--- config.mk ---
export PLATFORM = sky130hd
export DESIGN_NAME = neuron_bit_serializer
export DESIGN_NICKNAME = d
export VERILOG_FILES = /design/src/rtl/neuron_bit_serializer.sv
export SDC_FILE = /design/constraint.sdc
export NUM_CORES = 1
export LEC_CHECK = 0
export ABC_AREA = 1
export CORE_AREA = 2 2 233 235
export CTS_CLUSTER_DIAMETER = 80
export DETAILED_ROUTE_END_ITERATION = 10
export DIE_AREA = 0 0 235 237
export GPL_TIMING_DRIVEN = 1
export PLACE_DENSITY = 0.74
export SETUP_SLACK_MARGIN = 0.02
export SKIP_LAST_GASP = 1
export SLEW_MARGIN = 15
export SYNTH_ARGS = -nofsm -noshare
export SYNTH_HDL_FRONTEND = slang
export SYNTH_SLANG_ARGS = --single-unit
--- constraint.sdc ---
create_clock -name clk -period 3.9 [get_ports clk]
set_input_delay 0.975 -clock clk [delete_from_list [all_inputs] [get_ports clk]]
set_output_delay 0.975 -clock clk [all_outputs]
set_load 0.01 [all_outputs]
--- src/rtl/neuron_bit_serializer.sv ---
// Parallel-to-bit-serial neuron converter feeding serial_ip_pipe.
// An active group streams MSB-first over its precision while a one-entry shadow holds the next.
module neuron_bit_serializer #(
   parameter int unsigned N  = 16,
   parameter int unsigned Ti = 16,
   parameter int unsigned PW = 5
) (
   input  logic            clk,
   input  logic            reset,
   input  logic            i_valid,
   output logic            o_ready,
   input  logic [Ti*N-1:0] i_neurons,
   input  logic [PW-1:0]   i_precision,
   input  logic            i_stall,
   output logic            o_valid,
   output logic [Ti-1:0]   o_bits,
   output logic            o_first_cycle,
   output logic            o_last_cycle,
   output logic [PW-1:0]   o_precision
);

   localparam int unsigned IW = $clog2(N);

   logic            act_valid;
   logic [Ti*N-1:0] act_data;
   logic [PW-1:0]   act_p;
   logic [PW-1:0]   k;
   logic            shd_full;
   logic [Ti*N-1:0] shd_data;
   logic [PW-1:0]   shd_p;
   logic            ready_en;

   logic [PW-1:0]   in_p;
   logic            finishing;
   logic            act_free;
   logic            accept;
   logic            to_act;
   logic [IW-1:0]   bit_idx;
   logic [N-1:0]    lane;

   always_comb begin
      in_p = i_precision;
      if (i_precision == '0 || i_precision > PW'(N)) begin
         in_p = PW'(N);
      end
      finishing = act_valid && (k == act_p - PW'(1));
      // Active can take new data this edge: idle, or its last slice is leaving now.
      act_free  = !act_valid || (finishing && !i_stall);
      accept    = i_valid && o_ready;
      to_act    = accept && act_free && !shd_full;
   end

   always_ff @(posedge clk or negedge reset) begin
      if (!reset) begin
         act_valid <= 1'b0;
         act_data  <= '0;
         act_p     <= '0;
         k         <= '0;
         shd_full  <= 1'b0;
         shd_data  <= '0;
         shd_p     <= '0;
         ready_en  <= 1'b0;
      end else begin
         ready_en <= 1'b1;
         if (act_free) begin
            if (shd_full) begin
               act_valid <= 1'b1;
               act_data  <= shd_data;
               act_p     <= shd_p;
               k         <= '0;
            end else if (accept) begin
               act_valid <= 1'b1;
               act_data  <= i_neurons;
               act_p     <= in_p;
               k         <= '0;
            end else begin
               act_valid <= 1'b0;
            end
         end else if (!i_stall) begin
            k <= k + PW'(1);
         end

         if (accept && !to_act) begin
            shd_full <= 1'b1;
            shd_data <= i_neurons;
            shd_p    <= in_p;
         end else if (act_free && shd_full) begin
            shd_full <= 1'b0;
         end
      end
   end

   always_comb begin
      bit_idx = IW'(act_p - k - PW'(1));
      lane    = '0;
      o_bits  = '0;
      if (act_valid) begin
         for (int i = 0; i < int'(Ti); i++) begin
            lane      = act_data[i*N +: N];
            o_bits[i] = lane[bit_idx];
         end
      end
   end

   assign o_ready       = ready_en && !shd_full;
   assign o_valid       = act_valid;
   assign o_first_cycle = act_valid && (k == '0);
   assign o_last_cycle  = finishing;
   assign o_precision   = act_valid ? act_p : '0;

endmodule

==> impl_metrics.json <==
{
  "antennaDiodeCount": 0,
  "setup_ws_ns": -0.2156,
  "tightest_slew_ns": 1.142,
  "synthToLayoutAreaGrowth_pct": 23.60,
  "worst_setup_path_end_kind": "primary output",
  "power.static_leakage_nw": 15.76,
  "startpoint_type": "register",
  "cts_tree": "done",
  "synth.top_cell.area_share_pct": 50.15,
  "synthFlopType": "dfrtp_1",
  "cts_root_buf": "clkbuf_16",
  "clk_pin_slew_ns": 0.06,
  "regArea_um2": 13270,
  "critPathKind": "register to primary output",
  "slew_headroom_pct": 23.88,
  "wl_per_cell_um": 15.43,
  "grt_usage_pct": 23.56,
  "reg2reg_to": "shd_data[28]",
  "place_inst": 4099,
  "rsz0062_at_grt": "yes",
  "antenna_found_initial": 0,
  "grt_max_degree": 281,
  "critPathMaxFanout": 5,
  "peakVddDrop_mv": 0.8720,
  "slew_violations": 0,
  "setup_violations": 16,
  "cp_data_required_time_ns": 2.92,
  "vias": 21730,
  "synth.largest_area_cell": "dfrtp_1",
  "p_per_area_nw_per_um2": 1033,
  "rr_startpoint": "act_p[0]",
  "vias_per_cell": 5.140,
  "ant_nets": 0,
  "drive_gt1_share_pct": 15.58,
  "synth_most_common_cell": "nand2_1",
  "fin_nets": 3757,
  "dr_wl_met2_um": 31200,
  "drv_cap": 0,
  "synth_common_cells": "nand2_1, dfrtp_1, nor2_1",
  "grt_overflow": 0,
  "clock_sinks": 530,
  "hold_violations": 0,
  "dr.max_layer_used": "met4",
  "drtPass1Iterations": 5,
  "met3_length_um": 3146,
  "synth_area_leaders": "dfrtp_1, nand2_1, o21ai_2, nor2_1, a21oi_1",
  "drc_errors": 0,
  "arrival_ns": 3.14,
  "clock_skew_ns": 0.01732,
  "ys_ff_latch": 530,
  "io_pins": 290,
  "rr_worst_depth": 12,
  "synth_edf_count": 0,
  "worstHoldPathType": "input port to asynchronous set/reset pin",
  "wl_met1_um": 29520,
  "reg2reg_slack_ns": 0.64,
  "grt_pass1_vias": 21040,
  "synthCells": 3266,
  "dieHeight_um": 237,
  "clock_latency_ns": 0.61,
  "yosysWarnings": 0,
  "port_buffers": 289,
  "min_period_over_period_pct": 105.5,
  "start_util_pct": 49.63,
  "syn_area_um2": 26450,
  "initialDrtViolationCount": 1643,
  "num_rows": 85,
  "cts_max_level": 2,
  "core_region_area_um2": 53280,
  "synth_nets": 3539,
  "design_area_um2": 32690,
  "status": "finished, violations left",
  "avgSynthCellArea_um2": 8.097,
  "die_width_um": 235,
  "cts_made_buffers": 56,
  "cts_buffer_depth": 3,
  "grt_pass1_wl_um": 107800,
  "violations": "negative setup slack",
  "placed_cell_area_um2": 29740,
  "post-dp-hpwl_um": 40830,
  "min_period_ns": 4.116,
  "wirelength_um": 65220,
  "ys_async_sr_fraction_pct": 100.0,
  "num-fill-cells": 4501,
  "multi_input_area_um2": 11160,
  "place_congestion": 0.8173,
  "yosysUniqueCellTypes": 30,
  "cts_hold_buf": 0,
  "instances_no_fill": 4227,
  "synth.yosys.seq_area_share_pct": 50.15,
  "fmax_mhz": 243.0,
  "die-area_um2": 55700
}
[placed cells by master, fill, tap and decap left out, drive strengths merged]
master / n
nand2: 795
o21ai: 587
dfrtp: 530
nor2: 461
inv: 283
a21oi: 275
clkdlybuf4s50: 272
buf: 111
clkbuf: 90
nand3: 76
a211oi: 16
ha: 7
clkinv: 7
bufinv: 5
clkinvlp: 3
xor2: 3
bufbuf: 2
xnor2: 2
nor3b: 1
o21bai: 1
or4: 1
nor3: 1
fa: 1
conb: 1
[registers in the layout (all words and copies together) (netlist names)]
signal    flops
act_p         5
shd_full      1
shd_p         5
act_data    256
o_valid       1
shd_data    256
k             5
ready_en      1
[layout make-up]
| cell class | instances | area share [%] |
|---|---|---|
| Sequential cell | 530 | 40.59 |
| Clock inverter | 16 | 0.6852 |
| Timing Repair Buffer | 386 | 13.35 |
| Inverter | 282 | 3.269 |
| Tap cell | 696 | 2.664 |
| Multi-Input combinational cell | 2228 | 34.14 |
| Clock buffer | 89 | 5.313 |
[worst max-delay path, cell delays in order, from the launching register on]
cell      delay, ns
dfrtp_1        0.38
inv_2          0.08
ha_4           0.13
fa_4           0.65
buf_12         0.17
buf_8          0.12
buf_12         0.13
buf_16         0.13
nand3_2        0.06
o21ai_2        0.05
nand2_1        0.05
nand2_1        0.06
a211oi_2       0.35
buf_6          0.16
[routing by layer]
layer	global-route usage, %	vias to the layer above
met1	32.41	10210
met4	6.099	0
met2	39.19	521
met5	0	-
li1	-	10910
met3	3.521	90
[through the flow]
step | TNS, ns | hold slack [ns] | total power, W | util, % | setup WS, ns
detailed placement | 0 | 0.4676 | 0.02504 | 55.82 | 0.003346
floorplan | 0 | 0.4533 | 0.01947 | - | 0.5947
global route | -3.937 | 0.3706 | 0.03633 | 61.35 | -0.3081
finish | -2.385 | 0.3483 | 0.03377 | 61.35 | -0.2156
global placement | 0 | 0.4631 | 0.02465 | 55.82 | 0.01217
CTS | -4.491 | 0.3399 | 0.03327 | 60.86 | -0.3047
[power by group]
part	switching [W]	internal (W)
Combinational	0.0107	0.00809
Clock	0.00223	0.00337
Sequential	0.00140	0.00795
Total	0.0144	0.0194
[cells by family (layout without fill, tap and decap cells)]
logic type      count (synthesis)  after routing  synth area share [%]
other cells                     1              1               0.01418
fa+ha+maj                       8              8                0.4069
simple gates                 1335           1335                 19.52
xor+xnor                        5              5                0.1656
flops                         530            530                 50.15
buf+inv                       508            773                 9.396
compound gates                879            879                 20.34
[what timing repair did]
item                                    4_1_cts  5_1_grt
setup buffers                                18        5
gates cloned                                 12        1
endpoints found under the setup margin       17       17
resized for setup                           161       84
pin swaps                                    33       55
[worst max-delay path by stage]
| stage | end | cells after the start | slack, ns | from |
|---|---|---|---|---|
| 6_report | o_bits[1] | 13 | -0.22 | k[0] |
| 5_1_grt | o_bits[3] | 12 | -0.31 | act_p[0] |
| 4_1_cts | o_bits[2] | 11 | -0.30 | act_p[0] |
| 3_5_place_dp | o_bits[6] | 10 | 0.003 | k[0] |
| 3_3_place_gp | o_bits[2] | 9 | 0.01 | act_p[0] |
| 2_1_floorplan | o_bits[1] | 10 | 0.59 | k[0] |
No activity file was read; power rests on OpenSTA's default activity.
